[config.mk]
export PLATFORM = sky130hd
export DESIGN_NAME = ysyx_041461_if_pcgen_flat
export DESIGN_NICKNAME = d
export VERILOG_FILES = /design/src/rtl/ysyx_041461_if_pcgen_if.sv /design/src/rtl/ysyx_041461_if_pcgen.sv /design/src/flat_wrapper.sv
export SDC_FILE = /design/constraint.sdc
export NUM_CORES = 1
export LEC_CHECK = 0
export ABC_CLOCK_PERIOD_IN_PS = 4700
export CORE_MARGIN = 4
export CORE_UTILIZATION = 40
export CTS_BUF_LIST = sky130_fd_sc_hd__clkbuf_4
export CTS_CLUSTER_DIAMETER = 60
export DETAILED_ROUTE_END_ITERATION = 16
export HOLD_SLACK_MARGIN = 0.02
export PLACE_DENSITY = 0.75
export SYNTH_ARGS = -nofsm -noshare
export SYNTH_HDL_FRONTEND = slang
export SYNTH_SLANG_ARGS = --single-unit
[constraint.sdc]
create_clock -name clk -period 4.7 [get_ports clk]
set_input_delay 1.175 -clock clk [delete_from_list [all_inputs] [get_ports clk]]
set_output_delay 1.175 -clock clk [all_outputs]
set_load 0.005 [all_outputs]
[src/rtl/ysyx_041461_if_pcgen_if.sv]
// Fetch request channel between the IF PC generator and instruction memory.
// The master issues valid/pc/epoch; the slave answers with ready.
interface ysyx_041461_if_pcgen_if #(
    parameter int XLEN = 64
);
    logic            fetch_valid;
    logic            fetch_ready;
    logic [XLEN-1:0] fetch_pc;
    logic            fetch_epoch;

    modport master (
        output fetch_valid,
        output fetch_pc,
        output fetch_epoch,
        input  fetch_ready
    );

    modport slave (
        input  fetch_valid,
        input  fetch_pc,
        input  fetch_epoch,
        output fetch_ready
    );
endinterface

[src/rtl/ysyx_041461_if_pcgen.sv]
// IF-stage PC generator: picks trap/mret/ID-redirect/sequential next PC,
// holds requests stable until accepted, and buffers one late redirect.
module ysyx_041461_if_pcgen #(
    parameter int              XLEN     = 64,
    parameter int              CAUSE_W  = 63,
    parameter logic [XLEN-1:0] RESET_PC = 64'h3000_0000,
    parameter int              STEP     = 4
) (
    input  logic                clk,
    input  logic                rst,
    input  logic                enable,
    input  logic [1:0]          wb_ctrl,
    input  logic                id_redirect,
    input  logic [XLEN-1:0]     id_target,
    input  logic [XLEN-1:0]     mtvec,
    input  logic [XLEN-1:0]     mepc,
    input  logic [CAUSE_W-1:0]  cause,
    input  logic                cause_intr,
    ysyx_041461_if_pcgen_if.master fetch,
    output logic                redir_pend
);

    typedef enum logic {BOOT, RUN} state_t;

    state_t          state;
    logic [XLEN-1:0] pc;
    logic            epoch;
    logic            held;
    logic            pend_valid;
    logic            pend_wb;
    logic [XLEN-1:0] pend_tgt;

    logic            valid;
    logic            fire;
    logic            stalled;
    logic            wb_now;
    logic            any_redir;
    logic [XLEN-1:0] base;
    logic [XLEN-1:0] cause_ext;
    logic [XLEN-1:0] trap_tgt;
    logic [XLEN-1:0] wb_tgt;
    logic [XLEN-1:0] next_pc;

    // Valid is gated by rst directly so a synchronous reset kills the request in the same cycle.
    assign valid   = (state == RUN) & rst & (enable | held);
    assign fire    = valid & fetch.fetch_ready;
    assign stalled = valid & ~fetch.fetch_ready;

    assign fetch.fetch_valid = valid;
    assign fetch.fetch_pc    = pc;
    assign fetch.fetch_epoch = epoch;
    assign redir_pend        = pend_valid;

    always_comb begin
        base      = {mtvec[XLEN-1:2], 2'b00};
        cause_ext = XLEN'(cause);
        trap_tgt  = base;
        if (mtvec[1:0] == 2'b01 && cause_intr) begin
            trap_tgt = base + (cause_ext << 2);
        end
        wb_now    = (wb_ctrl == 2'b01) || (wb_ctrl == 2'b10);
        wb_tgt    = (wb_ctrl == 2'b01) ? trap_tgt : mepc;
        any_redir = wb_now | id_redirect | pend_valid;

        // Priority: live WB, pending WB, live ID, pending ID, sequential.
        next_pc = pc + XLEN'(STEP);
        if (wb_now) begin
            next_pc = wb_tgt;
        end else if (pend_valid && pend_wb) begin
            next_pc = pend_tgt;
        end else if (id_redirect) begin
            next_pc = id_target;
        end else if (pend_valid) begin
            next_pc = pend_tgt;
        end
    end

    always_ff @(posedge clk) begin
        if (!rst) begin
            state      <= BOOT;
            pc         <= RESET_PC;
            epoch      <= 1'b0;
            held       <= 1'b0;
            pend_valid <= 1'b0;
            pend_wb    <= 1'b0;
            pend_tgt   <= '0;
        end else begin
            if (state == BOOT) begin
                state <= RUN;
            end
            held <= stalled;
            if (stalled) begin
                // A pending WB redirect is never displaced by a later ID redirect.
                if (wb_now) begin
                    pend_valid <= 1'b1;
                    pend_wb    <= 1'b1;
                    pend_tgt   <= wb_tgt;
                end else if (id_redirect && !(pend_valid && pend_wb)) begin
                    pend_valid <= 1'b1;
                    pend_wb    <= 1'b0;
                    pend_tgt   <= id_target;
                end
            end else if (fire || any_redir) begin
                pc         <= next_pc;
                epoch      <= epoch ^ any_redir;
                pend_valid <= 1'b0;
                pend_wb    <= 1'b0;
            end
        end
    end

endmodule

[src/flat_wrapper.sv]
// flat-port wrapper written by rule: the top's interface ports become plain ports
module ysyx_041461_if_pcgen_flat 
#(
    parameter int              XLEN     = 64,
    parameter int              CAUSE_W  = 63,
    parameter logic [XLEN-1:0] RESET_PC = 64'h3000_0000,
    parameter int              STEP     = 4
)
  (clk, rst, enable, wb_ctrl, id_redirect, id_target, mtvec, mepc, cause, cause_intr, redir_pend, fetch_fetch_valid, fetch_fetch_pc, fetch_fetch_epoch, fetch_fetch_ready);
  ysyx_041461_if_pcgen_if #(.XLEN(XLEN)) fetch_i ();
  input  logic clk;
  input  logic rst;
  input  logic enable;
  input  logic [1:0] wb_ctrl;
  input  logic id_redirect;
  input  logic [XLEN-1:0] id_target;
  input  logic [XLEN-1:0] mtvec;
  input  logic [XLEN-1:0] mepc;
  input  logic [CAUSE_W-1:0] cause;
  input  logic cause_intr;
  output logic redir_pend;
  output wire logic [$bits(fetch_i.fetch_valid)-1:0] fetch_fetch_valid;
  output wire logic [$bits(fetch_i.fetch_pc)-1:0] fetch_fetch_pc;
  output wire logic [$bits(fetch_i.fetch_epoch)-1:0] fetch_fetch_epoch;
  input wire logic [$bits(fetch_i.fetch_ready)-1:0] fetch_fetch_ready;
  assign fetch_fetch_valid = fetch_i.fetch_valid;
  assign fetch_fetch_pc = fetch_i.fetch_pc;
  assign fetch_fetch_epoch = fetch_i.fetch_epoch;
  assign fetch_i.fetch_ready = fetch_fetch_ready;
  ysyx_041461_if_pcgen #(.XLEN(XLEN), .CAUSE_W(CAUSE_W), .RESET_PC(RESET_PC), .STEP(STEP)) u_core (.clk(clk), .rst(rst), .enable(enable), .wb_ctrl(wb_ctrl), .id_redirect(id_redirect), .id_target(id_target), .mtvec(mtvec), .mepc(mepc), .cause(cause), .cause_intr(cause_intr), .fetch(fetch_i), .redir_pend(redir_pend));
endmodule
==> results.txt <==
The run finished with clean final reports. The area share of and/or/nand/nor cells after synthesis is 0.162. The minimum setup slack among reg-to-reg paths came out at 1.32 ns. Setup violations remaining at the end of the flow were counted as 0. Measured along the y axis, the die boundary spans roughly 180 um. Hold timing on the final database bottoms out at a slack of 0.528 ns. The floorplan die area is 0.0328 sq mm.

Dividing total power by cell area gives a power density of between 200 and 250 mW/mm^2. STA classifies the critical path startpoint as an input port. After synthesis, the share of flip-flops with an asynchronous set or reset is 0. The worst register-to-register path begins at u_core.fetch.fetch_pc[4]. Counting cells, the worst reg-to-reg path comes to 11.

The share of post-route cells with drive strength above 1 is 0.105. Entering global routing, the biggest net connects 134 pins. For the worst setup path, the data required time is 5.16 ns. The reg-to-reg endpoint is u_core.fetch.fetch_pc[63]. The portion of the clock cycle consumed by the worst path in the final layout is 0.976. The worst-case hold path end point is u_core.pend_tgt[9]. The share of cell area taken by muxes after synthesis came out at 0.00855.

The total count of max-transition violations in the final report came out at 0. The count of maximum capacitance violations came out at 0. TritonCTS built the clock tree.

The number of global-route vias before repair came out at 14618. Setup repair after global routing left no endpoint under its margin. Once layout is complete, the utilization of the core stands at 0.565. The average wire per cell in the routed design came out at around 22 um. Once the clock tree was built, the setup fixing pass inserted 0 buffers. At the pin with the least slew margin, the transition time is about 1.2 ns. The worst setup path is of the in2reg kind. The area growth from synthesis to layout came out at 39.6%. The total leakage power came out at 6.45 nW. The synthesized area per cell came out at 7.24 sq um. The count of fill cells added during filler insertion came out at 2803. The top cell types in the final layout, fill and taps aside, are sky130_fd_sc_hd__clkdlybuf4s50_1, sky130_fd_sc_hd__o21ai_0, sky130_fd_sc_hd__a21oi_1. For this run, the register share of the synthesized area comes to 0.222. The number of H-tree branching levels is 4. The cell area that synthesis handed to floorplanning was 0.0120 sq mm. The cell total after placement came out at around 2400. Yosys mapped the design onto between 80 and 90 distinct sky130hd cell types. IR analysis of the VDD net gives a maximum drop of 0.000141 V.

Of the total synthesized cell area, the portion taken by full adders, half adders and majority gates is 0.0674. The peak fanout along the critical path came out at 3. The post-synthesis compound-gate area fraction is 0.410.

The violation count after the first detailed-route iteration came out at roughly 2100. The global-route wire length before repair is 82.4 mm. Counting every net in the synthesized netlist gives just under 2000. The library cell used most frequently in the layout, excluding fill and tap cells, is sky130_fd_sc_hd__clkdlybuf4s50_1. The total global-route track usage came out at 0.310. The number of enable flip-flop cells after synthesis is 0. The number of sinks driven by the clock tree is about 130. The maximum clock path buffer count is 2. The largest family of logic cells by synthesized area is compound AO/OA/AOI/OAI gates.

The via density per instance is 6.28. The clock insertion delay at the later pin of the skew report is 0.56 ns. In this run, synthesis produced a sequential element count of 133. The tree is rooted in a sky130_fd_sc_hd__clkbuf_4. The startpoint identified for the worst hold timing path is u_core.pend_tgt[9]. The number of instances in the synthesized netlist came out at ~1700.

The final cell count without fillers is 2438. The clock buffer count from CTS came out at 17. The floorplan die width came out at about 180 um. Routability-driven placement finished with a final weighted congestion of 1.00. The headroom to the max-slew limit came out at 0.186. The worst hold path belongs to the class reg2reg. The area share of xor/xnor cells in the synthesized design is 0.0810. The total area inside the core boundary comes to 0.0296 sq mm. The cell count of the worst hold path is 2. For this run, the number of Yosys warnings is 0. Clock-pin slew was measured on the worst setup and hold paths at 0.14 ns. Static timing analysis puts the maximum clock frequency at about 220 MHz.

The global route total overflow came out at 0. The count of input and output buffers came out at 328. The number of remaining DRC errors is 0. STA classifies the critical path endpoint as a flop.

The starting density of the core came out at 0.405. In the final timing run, aggregate negative setup slack is 0 ns. The final route contains 15309 vias. The endpoint arrival time on the critical path is 5.05 ns. The post-layout minimum cycle time is 4.59 ns. The detail route stage leaves a number of antenna-violating nets equal to 0. Summing all multi-input logic gate instances after layout gives just under 0.009 sq mm. The first detailed-routing pass took 9 iterations. The number of failing hold endpoints at the final stage is 0. The number of top-level pins is 330. The initial antenna violation count is 12.

The total wire length came out at roughly 54 mm. The final-stage net count came out at 2352. In the final layout, flip-flops and latches occupy 0.00266 sq mm. The detailed-placement wirelength estimate came out at 41.6 mm. The floorplan row count is between 60 and 70. The most used flip-flop cell after synthesis is sky130_fd_sc_hd__dfxtp_1. The post-route clock skew came out at 0.0272 ns.
[synthesized netlist by cell type (4+ instances only)]
cell,number,area share
sky130_fd_sc_hd__o21a_1,11,0.0069
sky130_fd_sc_hd__o22ai_1,21,0.011
sky130_fd_sc_hd__nand4_1,29,0.015
sky130_fd_sc_hd__a21o_1,46,0.029
sky130_fd_sc_hd__o21bai_1,23,0.014
sky130_fd_sc_hd__a22oi_1,21,0.013
sky130_fd_sc_hd__and2_1,6,0.0031
sky130_fd_sc_hd__and3_1,10,0.0052
sky130_fd_sc_hd__inv_1,30,0.0094
sky130_fd_sc_hd__nand2_1,137,0.043
sky130_fd_sc_hd__a211oi_1,9,0.0056
sky130_fd_sc_hd__a222oi_1,28,0.023
sky130_fd_sc_hd__o21ai_0,226,0.094
sky130_fd_sc_hd__clkbuf_1,107,0.033
sky130_fd_sc_hd__o221ai_1,17,0.012
sky130_fd_sc_hd__ha_1,63,0.066
sky130_fd_sc_hd__a21boi_0,6,0.0038
sky130_fd_sc_hd__a31oi_1,58,0.030
sky130_fd_sc_hd__dfxtp_1,133,0.22
sky130_fd_sc_hd__nor3_1,25,0.010
sky130_fd_sc_hd__mux2i_1,8,0.0067
sky130_fd_sc_hd__a221o_1,4,0.0033
sky130_fd_sc_hd__and4_1,4,0.0029
sky130_fd_sc_hd__nor4b_1,4,0.0029
sky130_fd_sc_hd__a211o_1,19,0.014
sky130_fd_sc_hd__a221oi_1,4,0.0029
sky130_fd_sc_hd__o221a_2,6,0.0056
sky130_fd_sc_hd__buf_1,7,0.0022
sky130_fd_sc_hd__a21oi_1,199,0.083
sky130_fd_sc_hd__or3_1,5,0.0026
sky130_fd_sc_hd__o211a_1,7,0.0058
sky130_fd_sc_hd__nor4_1,5,0.0026
sky130_fd_sc_hd__o211ai_1,38,0.024
sky130_fd_sc_hd__nand3_1,42,0.018
sky130_fd_sc_hd__xnor2_1,64,0.047
sky130_fd_sc_hd__nor2_1,117,0.037
sky130_fd_sc_hd__nor2b_1,6,0.0031
sky130_fd_sc_hd__a311oi_1,4,0.0029
sky130_fd_sc_hd__buf_2,6,0.0025
sky130_fd_sc_hd__xor2_1,47,0.034
[how the worst max path moves through the flow]
| stage | startpoint | endpoint | slack, ns |
|---|---|---|---|
| after floorplan | mtvec[15] | u_core.fetch.fetch_pc[61] | 0.69 |
| after global placement | mtvec[2] | u_core.pend_tgt[58] | -0.52 |
| after detailed placement | mtvec[2] | u_core.pend_tgt[58] | -0.60 |
| after CTS | mtvec[2] | u_core.pend_tgt[58] | 0.007 |
| after global routing | mtvec[2] | u_core.pend_tgt[58] | 0.04 |
| final | mtvec[2] | u_core.pend_tgt[58] | 0.11 |
[per-layer routing]
metal / track usage / share of wire
met1: 0.425 / 0.40
met2: 0.489 / 0.45
met3: 0.0532 / 0.11
met4: 0.115 / 0.037
met5: 0 / 0.00050
[critical path, stage by stage]
cell,delay (ns)
sky130_fd_sc_hd__clkdlybuf4s50_1,0.49
sky130_fd_sc_hd__ha_2,0.21
sky130_fd_sc_hd__fa_2,0.23
sky130_fd_sc_hd__a21oi_2,0.09
sky130_fd_sc_hd__o211ai_1,0.21
sky130_fd_sc_hd__nor4b_4,0.30
sky130_fd_sc_hd__buf_4,0.17
sky130_fd_sc_hd__o311ai_1,0.09
sky130_fd_sc_hd__buf_4,0.17
sky130_fd_sc_hd__a211oi_4,0.28
sky130_fd_sc_hd__nor2_2,0.08
sky130_fd_sc_hd__o21a_2,0.27
sky130_fd_sc_hd__o41ai_2,0.24
sky130_fd_sc_hd__xnor2_1,0.10
sky130_fd_sc_hd__a222oi_1,0.65
sky130_fd_sc_hd__buf_4,0.23
sky130_fd_sc_hd__a21oi_1,0.06
[what timing repair did]
item	4_1_cts	5_1_grt
endpoints found under the setup margin	2	15
pin swaps	1	5
hold buffers	0	0
gates resized for setup	0	6
[sequential cells by signal (all words and copies together), names as in the netlist]
signal / cells
u_core.fetch.fetch_pc: 64
u_core.pend_tgt: 64
u_core.fetch.fetch_epoch: 1
u_core.held: 1
u_core.pend_wb: 1
u_core.redir_pend: 1
u_core.state: 1
[through the flow]
step                      power, mW  cell area (sq um)  setup WS, ns
after floorplan                2.20              12000         0.693
after global placement         3.03              16400        -0.516
after detailed placement       3.05              16400        -0.598
after CTS                      3.89              16700       0.00717
after global routing           4.12              16800        0.0437
final                          3.93              16800         0.111
[power breakdown]
part | total [mW] | internal, mW | switching, mW | leakage (nW)
combinational | 1.73 | 0.844 | 0.887 | 5.19
sequential | 1.34 | 1.22 | 0.122 | 1.09
clock | 0.852 | 0.373 | 0.480 | 0.167
[kinds of logic (layout without fill, tap and decap cells)]
group,after synthesis,after routing
adder cells (fa/ha/maj),64,64
buffers and inverters,153,533
XOR/XNOR,111,111
AO/OA/AOI/OAI,776,776
AND/OR/NAND/NOR,411,411
other,0,10
flip-flops,133,133
multiplexers,10,10
[area by class of cell]
cell class,instances,share of cell area
multi-input combinational,1372,0.525
timing repair buffer,470,0.260
sequential,133,0.159
tap,390,0.0291
clock inverter,15,0.0107
clock buffer,17,0.00762
inverter,31,0.00695
antenna,10,0.00149
Power figures use the tool's default switching activity.
==> RTL edit, RTL diff (same flow settings) <==
`XLEN` is set to 64 in 3 places; all go to 32.
--- a/src/rtl/ysyx_041461_if_pcgen_if.sv
+++ b/src/rtl/ysyx_041461_if_pcgen_if.sv
@@ -1,7 +1,7 @@
 // Fetch request channel between the IF PC generator and instruction memory.
 // The master issues valid/pc/epoch; the slave answers with ready.
 interface ysyx_041461_if_pcgen_if #(
-    parameter int XLEN = 64
+    parameter int XLEN = 32
 );
     logic            fetch_valid;
     logic            fetch_ready;
--- a/src/rtl/ysyx_041461_if_pcgen.sv
+++ b/src/rtl/ysyx_041461_if_pcgen.sv
@@ -1,7 +1,7 @@
 // IF-stage PC generator: picks trap/mret/ID-redirect/sequential next PC,
 // holds requests stable until accepted, and buffers one late redirect.
 module ysyx_041461_if_pcgen #(
-    parameter int              XLEN     = 64,
+    parameter int              XLEN     = 32,
     parameter int              CAUSE_W  = 63,
     parameter logic [XLEN-1:0] RESET_PC = 64'h3000_0000,
     parameter int              STEP     = 4
--- a/src/flat_wrapper.sv
+++ b/src/flat_wrapper.sv
@@ -1,7 +1,7 @@
 // flat-port wrapper written by rule: the top's interface ports become plain ports
 module ysyx_041461_if_pcgen_flat 
 #(
-    parameter int              XLEN     = 64,
+    parameter int              XLEN     = 32,
     parameter int              CAUSE_W  = 63,
     parameter logic [XLEN-1:0] RESET_PC = 64'h3000_0000,
     parameter int              STEP     = 4
Ports: changed (resized fetch_fetch_pc, id_target, mepc and mtvec); port bits go from 330 to 202. The function was not compared with the original's and may differ.
==> RTL edit against the original RTL <==
Register-to-register slack gained 0.78 ns; combinational power is 59% lower; synthesized area down 50%; wire length decreased by 61%; clock power decreased by 62%; design area down 53%; global-route usage decreased by 6.9 points; die area down 48%; power is 56% lower; sequential cell count down 64; worst setup slack better by 0.66 ns; sequential share of layout area grew 1.5 points.
==> RTL edit: results (changes against the original RTL) <==
run status=finished, final reports clean; initial DRC count=685 (-68%); Peak VDD IR=82.24 uV (-42%); first-pass GRT wire length=32730 um (-60%); met3 usage=3.766% (-1.5 points); fraction of area in non-clock buffers=23.08% (-2.9 points); Worst R2R Path Depth=8 (-3); R2R setup slack=2.10 ns (+0.78 ns); Synth area leaders=dfxtp_1 23%, o21ai_0 9.1%, a21oi_1 7.9%; Reg area=1381 sq um (-48%); Synth cell types=69 (-17%); via/cell ratio=6.115 (-2.6%); worst hold endpoint=u_core.pend_tgt[0]$_SDFFE_PN0P_; number of fill cells in the layout=1384 (-51%); TritonCTS buffer count=9 (-8); CORE AREA=14590 sq um (-51%); sequential fraction of the synthesis area=23.08% (+0.89 points); nonclk inv count=20 (-35%); ClkCell Share=1.167% (-0.66 points); Post-DP Area=7843 sq um (-52%); Slowest-stage cell, CP=clkdlybuf4s50_1; CP arrival=4.25 ns (-0.80 ns); combinational power=0.713 mW (-59%); pin count of the biggest net entering global routing=62 (-54%); Pre-Repair DR Iteration Count=5 (-4); fraction of area in multi-input gates=54.49% (+2.0 points); met2 Usage GRT=38.50% (-10 points); WL met2=9585 um (-61%); HP Start=u_core.pend_tgt[0]$_SDFFE_PN0P_; deepest level of the CTS H-tree=3 (-1); multi-input gates=665 (-52%); Non-CTS buffers=188 (-60%); worst setup path endpoint=u_core.fetch.fetch_pc[30]$_SDFFE_PN0P_; clock skew=0.01156 ns (-0.01567 ns); WL final=21270 um (-61%); CTS clock-pin slew for the worst setup and hold paths=0.11 ns (-0.03 ns); gpl congestion=1.000 (-0.31%); Seq pwr share=40.0% (+5.8 points); initial antenna violation count=0 (-12); input/output buffers=168 (-49%); max incr delay on CP=0.43 ns (-0.22 ns); number of global-route vias before repair=6446 (-56%); n_diodes=0 (-10); Int Pwr=1.098 mW (-55%); layout cell share with drive strength beyond 1=5.544% (-4.9 points); Final #Nets=1152 (-51%); uppermost routed layer=met4; most instantiated cells after synthesis=109 x o21ai_0, 95 x a21oi_1, 69 x dfxtp_1; Met3 Routed Length=2094 um (-65%)
[RTL edit: cells by family (layout without fill, tap and decap cells)]
group / after synthesis / in the layout / share of synthesized area [%]
AOI/OAI and AO/OA: 373 / 373 / 39.33
muxes: 15 / 15 / 2.551
DFF: 69 / 69 / 23.08
adders and majority gates: 32 / 32 / 6.816
buffers and inverters: 76 / 222 / 4.913
and+or+nand+nor: 194 / 194 / 15.85
xor gates and xnor gates: 51 / 51 / 7.464
[RTL edit: metrics by stage]
stage	hold WS [ns]	setup slack, ns	utilization (%)	power [mW]	std cells
after global routing	0.5233	0.5956	54.39	1.818	1140
after detailed placement	0.4903	0.3418	53.76	1.404	1126
after CTS	0.5065	0.8149	54.39	1.719	1140
final	0.5056	0.7675	54.39	1.724	1140
after floorplan	0.4724	1.180	-	1.088	810
after global placement	0.4825	0.4431	53.76	1.398	1126
